`src/rtl/pipe_skid_reg_pkg.sv`:
```
// ============================================================================
// Module   : pipe_skid_reg_pkg
// Brief    : Shared types and constants for the elastic pipeline stage register.
// Revision : 1.0 - initial release
// ============================================================================
`default_nettype none

package pipe_skid_reg_pkg;

  typedef enum logic [1:0] {
    SKID_EMPTY = 2'b00,
    SKID_BUSY  = 2'b01,
    SKID_FULL  = 2'b10
  } skid_state_t;

  localparam int SKID_DEPTH = 2;

  function automatic logic [1:0] skid_occupancy(input skid_state_t s);
    case (s)
      SKID_BUSY: return 2'd1;
      SKID_FULL: return 2'(SKID_DEPTH);
      default:   return 2'd0;
    endcase
  endfunction

endpackage

`default_nettype wire

```
`src/rtl/flop_en_arn.sv`:
```
// ============================================================================
// Module   : flop_en_arn
// Brief    : WIDTH-bit register with enable, synchronous clear (wins over
//            enable) and asynchronous active-low reset to zero.
// Revision : 1.0 - initial release
// ============================================================================
`default_nettype none

module flop_en_arn #(
  parameter int WIDTH = 32
) (
  input  logic             clk_i,
  input  logic             reset_n,
  input  logic             i_en,
  input  logic             i_clr,
  input  logic [WIDTH-1:0] i_d,
  output logic [WIDTH-1:0] o_q
);

  logic [WIDTH-1:0] r_q;

  always_ff @(posedge clk_i or negedge reset_n) begin
    if (!reset_n) begin
      r_q <= '0;
    end else if (i_clr) begin
      r_q <= '0;
    end else if (i_en) begin
      r_q <= i_d;
    end
  end

  assign o_q = r_q;

endmodule

`default_nettype wire

```
`src/rtl/pipe_skid_reg.sv`:
```
// ============================================================================
// Module   : pipe_skid_reg
// Brief    : Two-entry elastic stage register; up_ready_o is decoded from
//            state flops only, cutting the stall path between stages.
// Revision : 1.0 - initial release
// ============================================================================
`default_nettype none

module pipe_skid_reg
  import pipe_skid_reg_pkg::*;
#(
  parameter int WIDTH = 32
) (
  input  logic             clk_i,
  input  logic             reset_n,
  input  logic             flush_i,
  input  logic             up_valid_i,
  input  logic [WIDTH-1:0] up_data_i,
  output logic             up_ready_o,
  output logic             dn_valid_o,
  output logic [WIDTH-1:0] dn_data_o,
  input  logic             dn_ready_i,
  output logic [1:0]       occupancy_o
);

  skid_state_t      r_state;
  skid_state_t      w_next_state;
  logic             w_push;
  logic             w_pop;
  logic             w_main_en;
  logic             w_skid_en;
  logic             w_main_from_skid;
  logic [WIDTH-1:0] w_main_d;
  logic [WIDTH-1:0] w_main_q;
  logic [WIDTH-1:0] w_skid_q;

  assign up_ready_o  = (r_state != SKID_FULL);
  assign dn_valid_o  = (r_state != SKID_EMPTY);
  assign occupancy_o = skid_occupancy(r_state);
  assign dn_data_o   = w_main_q;

  assign w_push = up_valid_i & up_ready_o;
  assign w_pop  = dn_valid_o & dn_ready_i;

  always_ff @(posedge clk_i or negedge reset_n) begin
    if (!reset_n) begin
      r_state <= SKID_EMPTY;
    end else begin
      r_state <= w_next_state;
    end
  end

  always_comb begin
    w_next_state     = r_state;
    w_main_en        = 1'b0;
    w_skid_en        = 1'b0;
    w_main_from_skid = 1'b0;
    case (r_state)
      SKID_EMPTY: begin
        if (w_push) begin
          w_next_state = SKID_BUSY;
          w_main_en    = 1'b1;
        end
      end
      SKID_BUSY: begin
        case ({w_push, w_pop})
          2'b11: w_main_en = 1'b1;
          2'b10: begin
            w_next_state = SKID_FULL;
            w_skid_en    = 1'b1;
          end
          2'b01: w_next_state = SKID_EMPTY;
          default: w_next_state = SKID_BUSY;
        endcase
      end
      SKID_FULL: begin
        // up_ready_o is low here, so the only movement is skid -> main.
        if (w_pop) begin
          w_next_state     = SKID_BUSY;
          w_main_en        = 1'b1;
          w_main_from_skid = 1'b1;
        end
      end
      default: w_next_state = SKID_EMPTY;
    endcase
    // Flush overrides everything; register contents are cleared via i_clr.
    if (flush_i) begin
      w_next_state = SKID_EMPTY;
    end
  end

  assign w_main_d = w_main_from_skid ? w_skid_q : up_data_i;

  flop_en_arn #(.WIDTH(WIDTH)) u_main (
    .clk_i   (clk_i),
    .reset_n (reset_n),
    .i_en    (w_main_en),
    .i_clr   (flush_i),
    .i_d     (w_main_d),
    .o_q     (w_main_q)
  );

  flop_en_arn #(.WIDTH(WIDTH)) u_skid (
    .clk_i   (clk_i),
    .reset_n (reset_n),
    .i_en    (w_skid_en),
    .i_clr   (flush_i),
    .i_d     (up_data_i),
    .o_q     (w_skid_q)
  );

endmodule

`default_nettype wire

```
`config.mk`:
```
export PLATFORM = sky130hd
export DESIGN_NAME = pipe_skid_reg
export DESIGN_NICKNAME = d
export VERILOG_FILES = /design/src/rtl/pipe_skid_reg_pkg.sv /design/src/rtl/flop_en_arn.sv /design/src/rtl/pipe_skid_reg.sv
export SDC_FILE = /design/constraint.sdc
export NUM_CORES = 1
export LEC_CHECK = 0
export BUFFER_PORTS_ARGS = -buffer_cell sky130_fd_sc_hd__buf_4
export CAP_MARGIN = 10
export CORE_MARGIN = 5
export CORE_UTILIZATION = 36
export CTS_CLUSTER_SIZE = 12
export DETAILED_ROUTE_END_ITERATION = 10
export SLEW_MARGIN = 20
export SYNTH_ARGS = -nofsm -noshare
export SYNTH_HDL_FRONTEND = slang
export SYNTH_SLANG_ARGS = --single-unit
```
`constraint.sdc`:
```
create_clock -name clk_i -period 2.4 [get_ports clk_i]
set_clock_uncertainty 0.2 [all_clocks]
set_input_delay 0.48 -clock clk_i [delete_from_list [all_inputs] [get_ports clk_i]]
set_output_delay 0.48 -clock clk_i [all_outputs]
set_load 0.02 [all_outputs]
```
Word level (Yosys, flattened, before mapping)
Index checks and enable logic that the tools add are counted.

cells by class
  $add $sub $neg = 0
  $mul = 0
  div/mod/pow operators = 0
  magnitude comparators = 0
  equality and inequality tests = 9
  shift-type cells = 0
  muxes and demuxes = 18
  bitwise logic cells = 2
  reduce and logical (&&, ||, !) cells = 5

operators by type and width
  operator              number
  $mux W32              5
  $pmux W2 S3           2
  $ne A3 B3 Y1 const B  3
  $eq A2 B2 Y1 const B  3
  $mux W1               6
  $mux W2               3
  $reduce_bool A2 Y1    3
  $eq A2 B1 Y1 const B  2
  $pmux W2 S2           1
  $pmux W1 S3           1
  $reduce_and A3 Y1     1
  $and A1 B1 Y1         2
  $logic_not A2 Y1      1
  $ne A2 B2 Y1 const B  1

word-level totals
  flip-flop bits (word level) = 66
  latch bits = 0
  bits in writable memories = 0
  ROM bits = 0
  bits of input ports = 37
  output and inout port bits = 36
  logic and storage cells = 37
  memories kept = 0

Depth between registers and ports, before layout
  depth in word-level cells = 7
  gate-level depth with buffers = 6
  mapped depth without buffers = 4

Hierarchy
From an unflattened synthesis, not the netlist that was laid out.

second synthesis, totals
  cells, all modules = 257
  area, all modules = 3333.2 µm²

modules (own cells, without submodules)
  module         instances  cells an instance  area an instance (µm²)  seq. area each (µm²)
  flop_en_arn    2          103                1323.8                  800.8
  pipe_skid_reg  1          51                 685.7                   50.0

Worst setup path after synthesis
Ideal clock, no wire load.

  path type = input -> register
  start point = in flush_i
  end point = reg u_main.r_q[21], in the netlist u_main.o_q[21]
  setup time = 0.128 ns
  arrival time = 1.491 ns
  data required time = 2.072 ns
  slack = 0.581 ns
  stages on the path = 5
  buffers on the path = 2
  cells stage by stage = clkbuf_1 > a21oi_1 > nand2_2 > buf_6 > mux2_1

between the ends
  cells in the longest elaborated chain, start to end = 1
  elaborated cells on any way between the ends = 2
  classes of those cells = mux: 1; reduce/logical: 1

ends and longest elaborated chain
  what                                                   RTL line             source
  start: declaration                                     pipe_skid_reg.sv:16  input logic flush_i,
  $mux W32 / $reduce_bool A2 Y1 (equally long branches)  --
  end signal: assignment                                 flop_en_arn.sv:28    r_q <= i_d;
  end: declaration                                       flop_en_arn.sv:20    logic [WIDTH-1:0] r_q;

Parallel ways exist; a longest one is shown, timed or not.
A chain may end at the register's enable or synchronous reset.

Worst setup path after layout
  start point = reg r_state[0]
  end point = out dn_valid_o

between the ends
  cells in the longest elaborated chain, start to end = 1

ends and longest elaborated chain
  what                      RTL line             source
  start: declaration        pipe_skid_reg.sv:26  skid_state_t r_state;
  start signal: assignment  pipe_skid_reg.sv:49  r_state <= w_next_state;
  $reduce_bool A2 Y1        pipe_skid_reg.sv:38  assign dn_valid_o = (r_state != SKID_EMPTY);
  end: declaration          pipe_skid_reg.sv:20  output logic dn_valid_o,

Every way passes these cells.

==> results.sh <==
export IMPL_outcome="finished, final reports clean"
export IMPL_intPower_mw=1.96
export IMPL_synth_nets=303
export IMPL_wl_per_cell_um=15.7
export IMPL_max_stage_delay_ps=470
export IMPL_cp_slowest_cell="dfrtp_1"
export IMPL_dieArea_um2=10300
export IMPL_syn_inst=266
export IMPL_power_switching_mw=0.698
export IMPL_reg2reg_from="r_state[1]"
export IMPL_critical_path_peak_fanout=8
export IMPL_worstSetupPathType="reg -> out"
export IMPL_root_buffer="clkbuf_8"
export IMPL_dr_pass1_iters=5
export IMPL_p_total_mw=2.66
export IMPL_via_per_inst=4.94
export IMPL_power_share_combinational_pct=15.8
export IMPL_setup_tns_ps=0
export IMPL_antenna_cells=0
export IMPL_powerDensity_nw_per_um2=693
export IMPL_synth_cell_types=26
export IMPL_tritoncts="done"
export IMPL_critPathRequiredTime_ps=1720
export IMPL_num_vias=2192
export IMPL_rsz0062_at_grt="false"
export IMPL_grt_pass1_wl_um=11600
export IMPL_clkTransAtPathRegs_ps=70
export IMPL_slew_viol_final=0
export IMPL_ant_nets=0
export IMPL_fin_nets=371
export IMPL_post_place_cells=428
export IMPL_finalCritPeriodShare_pct=82.7
export IMPL_cts_resized=0
export IMPL_fmax_ghz=0.504
export IMPL_synth_top_area_cell="dfrtp_1"
export IMPL_hold_ws_ps=32.3
export IMPL_mostFrequentLayoutCell="buf_4"
export IMPL_track_usage_pct=14.7
export IMPL_path_cells="or2_2, buf_4"
export IMPL_post_cts_buffers=0
export IMPL_gp_congestion=0.716
export IMPL_regToRegSetupSlack_ps=490
export IMPL_postCtsHoldBufs=0
export IMPL_core_um2=8220
export IMPL_initial_utilization_pct=36.8
export IMPL_max_slew_margin_pct=38.6
export IMPL_die_w_um=102
export IMPL_cp_start_kind="flop"
export IMPL_wl_met3_um=324
export IMPL_antenna_found_initial=0
export IMPL_drt_met1_wl_um=3180
export IMPL_ys_seq_area_share_pct=54.7
export IMPL_portBuffers=72
export IMPL_power_leakage_nw=1.94
export IMPL_arrival_ps=1300
export IMPL_clkPwrFrac_pct=38.5
export IMPL_finalWorstSetupSlack_ps=416
export IMPL_synth_seq_cells=66
export IMPL_pwr_share_seq_pct=45.8
export IMPL_drc_errors=0
export IMPL_max_clock_path_buffers=2
export IMPL_critPathTopFamily="flip-flops"
export IMPL_placedInstanceArea_um2=3620
export IMPL_yosysWarningCount=0
export IMPL_dp_hpwl_um=4320
export IMPL_min_period_ps=1980
export IMPL_swShare_pct=26.3
export IMPL_htree_num_levels=3
export IMPL_grt_max_degree=67
export IMPL_pre_cts_slack_ps=276
export IMPL_synthTopCellsByArea="dfrtp_1 (55%), a22o_1 (9.3%), nand2_1 (8.1%), mux2_4 (7.5%), a21oi_1 (5.6%)"
export IMPL_cts_num_sinks=66
export IMPL_stdcell_count=444
export IMPL_setup_violations=0
export IMPL_final_cell_mix="buf_4 (76), dfrtp_1 (66), nand2_1 (65)"
export IMPL_post_route_util_pct=46.7
export IMPL_finalWirelength_um=6980
export IMPL_numCtsBuffers=9
export IMPL_dr_max_layer_used="met4"
export IMPL_tightest_slew_ps=920
export IMPL_die_h_um=102
export IMPL_area_growth_pct=27.0
export IMPL_hold_viol_final=0
export IMPL_netlist_area_um2=3020
export IMPL_end_kind="primary output"
export IMPL_grt_ovfl_total=0
export IMPL_critPathBufInv=1
export IMPL_hp_class="in -> async"
export IMPL_ir_drop_v=0.000298
export IMPL_wl_met2_um=3340
export IMPL_maxCapViolations=0
export IMPL_yosys_area_top_type_share_pct=54.7
export IMPL_finalInstanceArea_um2=3840
export IMPL_drt_initial_drc_count=118
export IMPL_grt_pass1_vias=2301
export IMPL_syn_avg_cell_area_um2=11.4
export IMPL_r2r_end="u_main.o_q[10]"
export IMPL_clock_latency_ps=340
export IMPL_rows=33
export IMPL_drive_gt1_share_pct=36.0
export IMPL_ioPinCount=73
export IMPL_r2r_cells=5
==> registers in the layout, summed over array words and instances, names as in the netlist <==
| signal | cells |
|---|---|
| u_skid.o_q | 32 |
| u_main.o_q | 32 |
| r_state | 2 |
==> per-layer routing <==
layer | vias up | track usage [%]
li1 | 1058 | -
met2 | 53 | 22.4
met4 | 0 | 7.77
met5 | - | 0
met3 | 12 | 3.10
met1 | 1069 | 19.5
==> how the worst max path moves through the flow <==
stage,from,endpoint,slack [ps],depth (start not counted)
2_1_floorplan,flush_i,u_main.o_q[21],580,5
3_3_place_gp,up_valid_i,u_skid.o_q[7],300,4
3_5_place_dp,up_valid_i,u_skid.o_q[21],280,4
4_1_cts,r_state[0],dn_valid_o,380,2
5_1_grt,r_state[1],u_skid.o_q[30],340,3
6_report,r_state[0],dn_valid_o,420,2
==> power by group through the flow <==
stage | Clock (mW) | Sequential [mW] | Combinational, mW
2_1_floorplan | 0 | 1.29 | 0.172
3_3_place_gp | 0 | 1.24 | 0.423
3_5_place_dp | 0 | 1.24 | 0.427
4_1_cts | 1.06 | 1.22 | 0.427
5_1_grt | 1.11 | 1.23 | 0.458
6_report | 1.02 | 1.22 | 0.419
==> layout make-up <==
type | count | area [um^2]
fillers | 760 | 4380
well taps | 105 | 131
repair buffers | 77 | 591
inverters | 3 | 11.3
multi-input cells | 177 | 1230
clock buffers | 9 | 124
flip-flops and latches | 66 | 1650
clock inverters | 7 | 93.8
==> Yosys cell counts (all sizes together) <==
| library cell | n |
|---|---|
| nor2 | 1 |
| inv | 3 |
| nand2 | 66 |
| a31oi | 1 |
| nor3 | 1 |
| nor3b | 1 |
| mux2 | 32 |
| dfrtp | 66 |
| or2 | 1 |
| nand3b | 1 |
| clkbuf | 2 |
| and3b | 1 |
| a211oi | 1 |
| a21oi | 34 |
| o21ai | 1 |
| buf | 18 |
| o21a | 1 |
| nor2b | 3 |
| a22o | 32 |
==> cells by family (layout without fill, tap and decap cells) <==
| family | after synthesis | after routing | synth area share [%] |
|---|---|---|---|
| multiplexers | 32 | 32 | 13.8 |
| buffers and inverters | 23 | 96 | 5.01 |
| flip-flops | 66 | 66 | 54.7 |
| AO/OA/AOI/OAI | 70 | 70 | 15.9 |
| AND/OR/NAND/NOR | 75 | 75 | 10.6 |
Power figures use the tool's default switching activity.
